[config.mk]
export PLATFORM = sky130hd
export DESIGN_NAME = fb_access_arbiter
export DESIGN_NICKNAME = d
export VERILOG_FILES = /design/src/rtl/fb_access_arbiter.sv
export SDC_FILE = /design/constraint.sdc
export NUM_CORES = 1
export LEC_CHECK = 0
export CORE_MARGIN = 8
export CORE_UTILIZATION = 47
export CTS_CLUSTER_DIAMETER = 100
export DETAILED_ROUTE_END_ITERATION = 8
export PLACE_DENSITY = 0.87
export SLEW_MARGIN = 20
export SYNTH_ARGS = -nofsm -noshare
export SYNTH_HDL_FRONTEND = slang
export SYNTH_SLANG_ARGS = --single-unit
[constraint.sdc]
create_clock -name vga_clock -period 10.45 [get_ports vga_clock]
set_input_delay 2.6125 -clock vga_clock [delete_from_list [all_inputs] [get_ports vga_clock]]
set_output_delay 2.6125 -clock vga_clock [all_outputs]
set_load 0.005 [all_outputs]
[src/rtl/fb_access_arbiter.sv]
// Frame-RAM arbiter: scanout reads every 4th active pixel; the clear engine or round-robin writers take the other slots.
// RAM controls are combinational, pix_color trails h_count by 2 cycles; writers hold valid until ready, stalled by scan slots and clears.
module fb_access_arbiter #(
   parameter int H_ACTIVE = 640,
   parameter int V_ACTIVE = 480,
   parameter int FB_W     = 160,
   parameter int FB_H     = 120,
   parameter int COLOR_W  = 3,
   parameter int ADDR_W   = 15
) (
   input  logic               vga_clock,
   input  logic               resetn,
   input  logic [9:0]         h_count,
   input  logic [9:0]         v_count,
   input  logic               wr0_valid,
   input  logic [ADDR_W-1:0]  wr0_addr,
   input  logic [COLOR_W-1:0] wr0_data,
   output logic               wr0_ready,
   input  logic               wr1_valid,
   input  logic [ADDR_W-1:0]  wr1_addr,
   input  logic [COLOR_W-1:0] wr1_data,
   output logic               wr1_ready,
   input  logic               clear_start,
   input  logic [COLOR_W-1:0] clear_color,
   output logic               clear_busy,
   output logic               clear_done,
   output logic               wr_oob,
   output logic [ADDR_W-1:0]  ram_addr,
   output logic               ram_we,
   output logic [COLOR_W-1:0] ram_wdata,
   input  logic [COLOR_W-1:0] ram_rdata,
   output logic [COLOR_W-1:0] pix_color
);

   localparam logic [9:0]        H_ACT   = 10'(H_ACTIVE);
   localparam logic [9:0]        V_ACT   = 10'(V_ACTIVE);
   localparam logic [ADDR_W-1:0] FB_SIZE = ADDR_W'(FB_W * FB_H);
   localparam logic [ADDR_W-1:0] FB_LAST = ADDR_W'(FB_W * FB_H - 1);

   typedef struct packed {
      logic               vld;
      logic [ADDR_W-1:0]  addr;
      logic [COLOR_W-1:0] dat;
   } wr_req_t;

   typedef enum logic {IDLE, CLEAR} state_t;

   state_t             state;
   logic [ADDR_W-1:0]  clear_addr;
   logic [COLOR_W-1:0] clear_color_q;
   logic               last_grant;
   logic               scan_d1;
   logic               active_d1;

   wr_req_t            req0, req1, req_sel;
   logic               active, scan_slot, wr_slot;
   logic               clear_wr, grant0, grant1, granted, sel_oob;
   logic [ADDR_W-1:0]  v_fb, h_fb, scan_addr;

   assign req0 = {wr0_valid, wr0_addr, wr0_data};
   assign req1 = {wr1_valid, wr1_addr, wr1_data};

   assign active    = (h_count < H_ACT) && (v_count < V_ACT);
   assign scan_slot = active && (h_count[1:0] == 2'b00);
   assign wr_slot   = !scan_slot;

   // Row offset of 160 built as 128 + 32 to avoid a multiplier.
   assign v_fb      = ADDR_W'(v_count[9:2]);
   assign h_fb      = ADDR_W'(h_count[9:2]);
   assign scan_addr = (v_fb << 7) + (v_fb << 5) + h_fb;

   always_comb begin
      grant0 = 1'b0;
      grant1 = 1'b0;
      if (!resetn && wr_slot && state == IDLE) begin
         grant0 = req0.vld && (!req1.vld || last_grant);
         grant1 = req1.vld && (!req0.vld || !last_grant);
      end
      req_sel  = grant1 ? req1 : req0;
      granted  = (grant0 || grant1) && req_sel.vld;
      sel_oob  = req_sel.addr >= FB_SIZE;
      clear_wr = !resetn && wr_slot && state == CLEAR;
   end

   assign wr0_ready = grant0;
   assign wr1_ready = grant1;

   always_comb begin
      ram_addr  = '0;
      ram_we    = 1'b0;
      ram_wdata = '0;
      if (scan_slot) begin
         ram_addr = scan_addr;
      end else if (clear_wr) begin
         ram_addr  = clear_addr;
         ram_we    = 1'b1;
         ram_wdata = clear_color_q;
      end else if (granted) begin
         // Out-of-range writes complete the handshake but never reach the RAM.
         ram_addr  = req_sel.addr;
         ram_we    = !sel_oob;
         ram_wdata = req_sel.dat;
      end
   end

   always_ff @(posedge vga_clock) begin
      if (resetn) begin
         state         <= IDLE;
         clear_addr    <= '0;
         clear_color_q <= '0;
         clear_busy    <= 1'b0;
         clear_done    <= 1'b0;
         wr_oob        <= 1'b0;
         last_grant    <= 1'b1;
         scan_d1       <= 1'b0;
         active_d1     <= 1'b0;
         pix_color     <= '0;
      end else begin
         scan_d1    <= scan_slot;
         active_d1  <= active;
         clear_done <= 1'b0;

         if (!active_d1)
            pix_color <= '0;
         else if (scan_d1)
            pix_color <= ram_rdata;

         if (granted) begin
            last_grant <= grant1;
            if (sel_oob)
               wr_oob <= 1'b1;
         end

         case (state)
            IDLE: begin
               if (clear_start) begin
                  state         <= CLEAR;
                  clear_color_q <= clear_color;
                  clear_addr    <= '0;
                  clear_busy    <= 1'b1;
               end
            end
            CLEAR: begin
               if (clear_wr) begin
                  if (clear_addr == FB_LAST) begin
                     state      <= IDLE;
                     clear_addr <= '0;
                     clear_busy <= 1'b0;
                     clear_done <= 1'b1;
                  end else begin
                     clear_addr <= clear_addr + 1'b1;
                  end
               end
            end
            default: state <= IDLE;
         endcase
      end
   end

endmodule

==> results of run 1 <==
==> final timing paths <==
check / from / endpoint / slack (ns) / cells after the start
setup / recovery: resetn / ram_we / 2.07 / 6
hold / removal: wr_oob / wr_oob / 0.50 / 1
setup reg to reg: state / clear_addr[14] / 8.05 / 6
hold reg to reg: wr_oob / wr_oob / 0.50 / 1
==> cells in the final DEF, fill, tap and decap left out, types with 2 or more instances in the layout <==
master            n
a211oi_1          5
a21o_1            2
a21oi_1          11
a22oi_1          13
a32oi_1           3
and2_1            2
and3_1            4
buf_4             2
clkbuf_8          4
clkdlybuf4s50_1  91
dfxtp_1          28
fa_1              2
ha_1             16
inv_1             3
mux2_2           10
mux2i_1           9
nand2_1          17
nand2b_1          2
nand4_1           4
nor2_1           33
nor2b_1           5
nor3_1            5
o2111ai_1        10
o21ai_0          12
o22ai_1           2
o2bb2ai_1         9
o31ai_1           5
xor2_1           15
==> worst max-delay path, cell delays in order <==
cell and delay, ns:
clkdlybuf4s50_1 0.90, nor3_1 0.52, and3_1 0.65, mux2i_1 0.21, o41ai_1 0.29, clkdlybuf4s50_1 0.57
==> per-stage QoR <==
step / instances / power, mW / worst slack, ns / instance area, sq um
6_report: 401 / 0.280 / 2.07 / 3220
5_1_grt: 401 / 0.296 / 1.78 / 3220
4_1_cts: 401 / 0.282 / 2.07 / 3220
3_5_place_dp: 397 / 0.215 / 2.08 / 3160
3_3_place_gp: 397 / 0.213 / 2.12 / 3160
2_1_floorplan: 265 / 0.165 / 3.49 / 2270
==> cells by family after synthesis <==
family | synth area share, %
compound gates | 25.7
mux | 8.93
xor+xnor | 6.17
simple gates | 19.0
fa+ha+maj | 10.6
buf+inv | 4.96
flops | 24.7
==> area by class of cell <==
type	instances	area [sq um]	area share, %
Timing Repair Buffer	93	926	28.8
Sequential cell	28	561	17.4
Multi-Input combinational cell	219	1600	49.6
Inverter	3	11.3	0.350
Clock buffer	4	55.1	1.71
Tap cell	54	67.6	2.10
==> report_power, final <==
group          switching (mW)  total (mW)  leakage [nW]  internal (mW)
clock                  0.0325      0.0663        0.0288         0.0337
combinational          0.0435       0.100         0.936         0.0569
sequential            0.00410       0.114         0.228          0.109
total                  0.0802       0.280          1.19          0.200
==> flip-flops by register name, summed over array words and instances, names as in the netlist <==
| name | count |
|---|---|
| pix_color | 3 |
| clear_busy | 1 |
| active_d1 | 1 |
| state | 1 |
| clear_addr | 15 |
| last_grant | 1 |
| clear_color_q | 3 |
| scan_d1 | 1 |
| clear_done | 1 |
| wr_oob | 1 |
==> routing by layer <==
metal  up-vias  global-route usage [%]  part of all wire (%)
met2        96                    34.8                    50
met3         7                    4.30                   7.1
met4         0                    4.46                   1.2
met1      1128                    22.8                    41
li1       1168                       -                     -
met5         -                       0                     0
==> results.cfg, run 1 <==
[status]
status = completed

[clock_tree]
root_buffer = clkbuf_8
ctsHoldBuffers = 0
cts.repair.resized = 0
htree_levels = 1
numClockSinks = 28
cts_tree = done
ctsLongestPathBuffers = 2
cts-buffers-inserted = 3
clk_latency_ns = 0.27
path_clk_slew_ns = 0.09
post-cts-setup-buffer-count = 0

[pwr]
cellLeakagePower_nw = 1.19
power_density_mw_per_mm2 = 87.1
vdd_drop_max_v = 0.0000557

[floorplanning]
die_y_um = 85.5
ios = 94
start_util_pct = 48.4
dieArea_sq_mm = 0.00731
fp.dieW_um = 85.5
core_region_area_sq_mm = 0.00469
fp-row-count = 25

[timing]
min_period_ns = 8.38
skew_ns = 0.00305
tns_ns = 0
holdWs_ns = 0.502
rsz0062_at_grt = no
relSlewSlack_pct = 35.6
setup_viol = 0
worst_pin_slew_ns = 0.963
maxSlewViolCount = 0
finalCritPeriodShare_pct = 80.2
hold_viol = 0
fmax_mhz = 119

[grt]
track_usage_pct = 19.4
antenna_found_initial = 0
grt_pass1_wl_mm = 11.6
grt-ovfl-total = 0
grt_pass1_vias = 2422
grt_max_degree = 26

[logic_synthesis]
yosys.area.top_type = dfxtp_1
yosysWarnings = 0
syn-cell-area_sq_mm = 0.00227
synth_top_area_share_pct = 24.7
netlist_top_cells_count = nor2_1, dfxtp_1, nand2_1
synth_top_cells_by_area = dfxtp_1, ha_1, xor2_1
ys_seq_area_share_pct = 24.7
ys.flop_type = dfxtp_1
synth_nets = 350
synth_edf_count = 0
ys_seq_elements = 28
synth.most_common_cell = nor2_1
netlist_instances = 265
async_reset_ff_share_pct = 0
syn_area_per_cell_sq_um = 8.57
synth.distinct_cells = 54

[cells_and_area]
fillCellCount = 375
utilization_pct = 68.6
area_growth_pct = 41.7
n_antenna_cell = 0
fin_nets = 433
drive_gt1_share_pct = 6.92

[min_path]
hp-class = flip-flop to flip-flop

[worst_setup_path]
required_ns = 7.84
path_class = primary input to output pin
worstPathMaxFanout = 25
critPathCaptureType = output pin
arrival_ns = 5.77
start_kind = primary input

[drt]
detail-route-antenna-nets = 0
drt_pass1_iterations = 4
viasPerCell = 5.98
vias = 2399
dr.first_iter.drc_count = 128
drc = 0
wirelength_mm = 7.13
wl_per_cell_um = 17.8

[placed_design]
dp_hpwl_mm = 5.80
place_congestion = 0.885
io_buffers = 91

[flow_run]
drv_cap = 0
No activity file was read; power rests on OpenSTA's default activity.
==> run 2: changes to the inputs <==
--- a/config.mk
+++ b/config.mk
@@ -6,10 +6,10 @@
 export NUM_CORES = 1
 export LEC_CHECK = 0
 export CORE_MARGIN = 8
-export CORE_UTILIZATION = 47
+export CORE_UTILIZATION = 44
 export CTS_CLUSTER_DIAMETER = 100
 export DETAILED_ROUTE_END_ITERATION = 8
-export PLACE_DENSITY = 0.87
+export PLACE_DENSITY = 0.82
 export SLEW_MARGIN = 20
 export SYNTH_ARGS = -nofsm -noshare
 export SYNTH_HDL_FRONTEND = slang
==> constraint.sdc (replaced) <==
create_clock -name vga_clock -period 8.22 [get_ports vga_clock]
set_input_delay 2.055 -clock vga_clock [delete_from_list [all_inputs] [get_ports vga_clock]]
set_output_delay 2.055 -clock vga_clock [all_outputs]
set_load 0.005 [all_outputs]
==> run 2 against run 1 <==
- critical path depth grew 1
- utilization shrank 4.5 points
- design area grew 0.43%
- cell count grew 4.0%
- register-to-register slack lost 2.1 ns
- largest power group unchanged
- hold slack lost 0.016 ns
- die area grew 5.5%
- combinational power grew 27%
- sequential power grew 26%
- sequential cell count is the same
- non-clock buffer count grew 1
==> results.cfg, run 2 (synthesized netlist as in run 1, its figures left out) <==
[cells_and_area]
fin_nets = 434
drive_gt1_share_pct = 6.92
final_common_cell = clkdlybuf4s50_1
regMostFlops = clear_addr
reg.largest.list = clear_addr (15), clear_color_q (3), pix_color (3)
n_antenna_cell = 0
final_cell_mix = clkdlybuf4s50_1, nor2_1, dfxtp_1
fillCellCount = 455
largest_reg_flops = 15
area_growth_pct = 42.3
final_cell_area_sq_mm = 0.00323

[pwr]
vdd_drop_max_v = 0.0000625
power_density_mw_per_mm2 = 106
cellLeakagePower_nw = 1.19
finalPower_mw = 0.344

[worst_setup_path]
worst_path_max_delay_cell = a41oi_1
cp_cell_sequence = clkdlybuf4s50_1 -> a41oi_1 -> nand3_2 -> and3_1 -> mux2i_1 -> o41ai_1 -> clkdlybuf4s50_1
worstPathMaxFanout = 18
arrival_ns = 5.26
critPathCaptureType = output pin
required_ns = 6.17
start_kind = primary input
cp_common_cell = clkdlybuf4s50_1
max_stage_delay_ns = 0.57
path_class = primary input to output pin

[floorplanning]
fp.dieW_um = 87.8
fp-row-count = 26
core_region_area_sq_mm = 0.00504
die_y_um = 87.8
ios = 94
dieArea_sq_mm = 0.00772
start_util_pct = 45.0

[timing]
min_period_ns = 7.32
tns_ns = 0
setup_viol = 0
fmax_mhz = 137
skew_ns = 0.00755
finalCritPeriodShare_pct = 89.0
rsz0062_at_grt = no
hold_viol = 0
maxSlewViolCount = 0
holdWs_ns = 0.487
relSlewSlack_pct = 51.4
worst_pin_slew_ns = 0.728

[placed_design]
place_congestion = 0.903
dpl_cell_area_sq_mm = 0.00319
io_buffers = 91
dp_hpwl_mm = 5.82

[status]
status = completed

[drt]
detail-route-antenna-nets = 0
wl_per_cell_um = 16.7
drt_pass1_iterations = 4
dr.first_iter.drc_count = 168
wirelength_mm = 6.98
vias = 2344
viasPerCell = 5.62
drc = 0

[clock_tree]
ctsHoldBuffers = 0
htree_levels = 1
path_clk_slew_ns = 0.08
cts_tree = done
ctsLongestPathBuffers = 2
numClockSinks = 28
root_buffer = clkbuf_8
clk_latency_ns = 0.27
cts-buffers-inserted = 3
cts.repair.resized = 0
post-cts-setup-buffer-count = 0

[grt]
grt_pass1_wl_mm = 11.3
grt_max_degree = 26
antenna_found_initial = 0
grt_pass1_vias = 2359
track_usage_pct = 18.2
grt-ovfl-total = 0

[flow_run]
drv_cap = 0

[min_path]
hp-class = flip-flop to flip-flop
-- run 2: report_power, final --
| group | switching (mW) | internal [mW] |
|---|---|---|
| Combinational | 0.0542 | 0.0727 |
| Clock | 0.0401 | 0.0329 |
| Sequential | 0.00458 | 0.139 |
| Total | 0.0989 | 0.245 |
-- run 2: worst max-delay path: cells and delay by family --
kind | cells | cell delay (ns)
AND/OR/NAND/NOR | 2 | 1.06
buffers and inverters | 2 | 1.04
AO/OA/AOI/OAI | 2 | 0.88
multiplexers | 1 | 0.22
-- run 2: worst paths after layout --
path,startpoint,to,slack (ns),cells after the start
min reg2reg,wr_oob,wr_oob,0.49,1
max reg2reg,state,clear_addr[14],5.92,6
max,v_count[5],ram_we,0.90,7
min,wr_oob,wr_oob,0.49,1
-- run 2: per-stage QoR --
| stage | cells | util (%) | worst slack (ns) |
|---|---|---|---|
| 2_1_floorplan | 265 | - | 2.38 |
| 3_3_place_gp | 414 | 63.3 | 1.02 |
| 3_5_place_dp | 414 | 63.3 | 0.897 |
| 4_1_cts | 417 | 64.1 | 0.889 |
| 5_1_grt | 417 | 64.1 | 0.694 |
| 6_report | 417 | 64.1 | 0.904 |
-- run 2: layer usage --
metal	global-route usage, %	up-vias	part of all wire [%]
li1	-	1169	-
met1	21.9	1092	43
met2	31.7	74	51
met3	3.66	9	5.0
met4	4.84	0	1.5
met5	0	-	0
-- run 2: final cells by class --
| cell class | count | area [sq um] | area share, % |
|---|---|---|---|
| Sequential cell | 28 | 561 | 17.3 |
| Clock buffer | 3 | 41.3 | 1.28 |
| Timing Repair Buffer | 94 | 933 | 28.9 |
| Multi-Input combinational cell | 219 | 1600 | 49.4 |
| Tap cell | 70 | 87.6 | 2.71 |
| Inverter | 3 | 11.3 | 0.348 |
==> run 3: changes to the inputs <==
--- a/config.mk
+++ b/config.mk
@@ -7,6 +7,7 @@
 export LEC_CHECK = 0
 export CORE_MARGIN = 8
 export CORE_UTILIZATION = 44
+export CTS_BUF_LIST = sky130_fd_sc_hd__clkbuf_16
 export CTS_CLUSTER_DIAMETER = 100
 export DETAILED_ROUTE_END_ITERATION = 8
 export PLACE_DENSITY = 0.82
==> run 3 against run 2 <==
- wire length up 0.32%
- design area up 1.0%
- sequential share of layout area down 0.18 points
- die area unchanged
- combinational power about the same
- hold slack worse by 0.0041 ns
- first-iteration DRC count down 16%
- count of clock-buffer cells in the layout unchanged
- sequential power about the same
==> results.cfg, run 3 (synthesized netlist as in run 1, its figures left out) <==
[status]
status = completed

[clock_tree]
cts.repair.resized = 0
htree_levels = 1
post-cts-setup-buffer-count = 0
clk_latency_ns = 0.26
ctsHoldBuffers = 0
cts_tree = done
path_clk_slew_ns = 0.06
cts-buffers-inserted = 3
ctsLongestPathBuffers = 2
numClockSinks = 28
root_buffer = clkbuf_16

[cells_and_area]
regArea_sq_um = 561
fillCellCount = 449
regMostFlops = clear_addr
multi_input_area_sq_mm = 0.00160
utilization_pct = 64.8
final_common_cell = clkdlybuf4s50_1
final_cell_mix = clkdlybuf4s50_1, nor2_1, dfxtp_1
fin_nets = 434
drive_gt1_share_pct = 6.92
n_antenna_cell = 0
reg.largest.list = clear_addr (15), clear_color_q (3), pix_color (3)
area_growth_pct = 43.8
largest_reg_flops = 15

[timing]
rsz0062_at_grt = no
setup_viol = 0
fmax_mhz = 136
timing.final.ws_setup_ns = 0.869
finalCritPeriodShare_pct = 89.4
skew_ns = 0.00228
relSlewSlack_pct = 52.6
maxSlewViolCount = 0
worst_pin_slew_ns = 0.709
hold_viol = 0
min_period_ns = 7.35
tns_ns = 0

[pwr]
p_int_mw = 0.276
power_density_mw_per_mm2 = 116
clockPowerShare_pct = 28.3
p_sw_mw = 0.102
seqPwrFrac_pct = 38.1
combPwrFrac_pct = 33.6
vdd_drop_max_v = 0.0000749
cellLeakagePower_nw = 1.21
swShare_pct = 26.9

[floorplanning]
ios = 94
fp-row-count = 26
start_util_pct = 45.0
core_region_area_sq_mm = 0.00504
dieArea_sq_mm = 0.00772
die_y_um = 87.8
fp.dieW_um = 87.8

[worst_setup_path]
critPathCaptureType = output pin
regToRegSetupSlack_ns = 5.94
arrival_ns = 5.30
path_class = primary input to output pin
critPathLaunch = v_count[5]
worstPathMaxFanout = 18
required_ns = 6.17
r2r_start = state
worst_r2r_endpoint = clear_addr[14]
reg2reg_depth = 6
start_kind = primary input

[grt]
grt_pass1_wl_mm = 11.3
grt_pass1_vias = 2372
grt_max_degree = 26
track_usage_pct = 18.2
antenna_found_initial = 0
grt-ovfl-total = 0

[drt]
viasPerCell = 5.64
vias = 2353
wirelength_mm = 7.00
drc = 0
detail-route-antenna-nets = 0
wl_per_cell_um = 16.8
dr.first_iter.drc_count = 141
drt_pass1_iterations = 4

[min_path]
hold_start = wr_oob
worstHoldPathCells = 1
hp-class = flip-flop to flip-flop
hold_end = wr_oob

[placed_design]
io_buffers = 91
place_ws_ns = 0.897
place_congestion = 0.903
dp_hpwl_mm = 5.82

[flow_run]
drv_cap = 0
## run 3: how the worst max path moves through the flow
stage              endpoint  cells past startpoint
6_report             ram_we                      7
5_1_grt              ram_we                      7
4_1_cts              ram_we                      7
3_5_place_dp         ram_we                      7
3_3_place_gp         ram_we                      7
2_1_floorplan  ram_addr[12]                      7
## run 3: critical path, stage by stage
cell	delay, ns
clkdlybuf4s50_1	0.47
a41oi_1	0.59
nand3_2	0.50
and3_1	0.57
mux2i_1	0.22
o41ai_1	0.32
clkdlybuf4s50_1	0.57
## run 3: cell type report
type,instances,share of cell area (%)
clock buffer,3,2.30
inverter,3,0.345
multi-input combinational,219,48.9
sequential,28,17.2
tap,70,2.68
timing repair buffer,94,28.6
## run 3: per-stage QoR
step | hold WS [ns] | area [sq um] | std cells | power, mW
floorplan | 0.454 | 2270 | 265 | 0.210
global placement | 0.464 | 3190 | 414 | 0.271
detailed placement | 0.469 | 3190 | 414 | 0.273
CTS | 0.484 | 3270 | 417 | 0.380
global route | 0.508 | 3270 | 417 | 0.397
finish | 0.483 | 3270 | 417 | 0.378
## run 3: per-layer routing
metal  up-vias  wire [um]  part of all wire [%]  track usage [%]
li1       1169          -                     -                -
met5         -          0                     0                0
met1      1086       2950                    42             21.7
met3         9        397                   5.7             3.66
met2        89       3550                    51             31.9
met4         0        104                   1.5             4.84
## run 3: power by group through the flow
stage	sequential [mW]	clock [mW]	combinational, mW
2_1_floorplan	0.145	0	0.0656
3_3_place_gp	0.147	0	0.124
3_5_place_dp	0.147	0	0.126
4_1_cts	0.144	0.109	0.127
5_1_grt	0.145	0.113	0.139
6_report	0.144	0.107	0.127
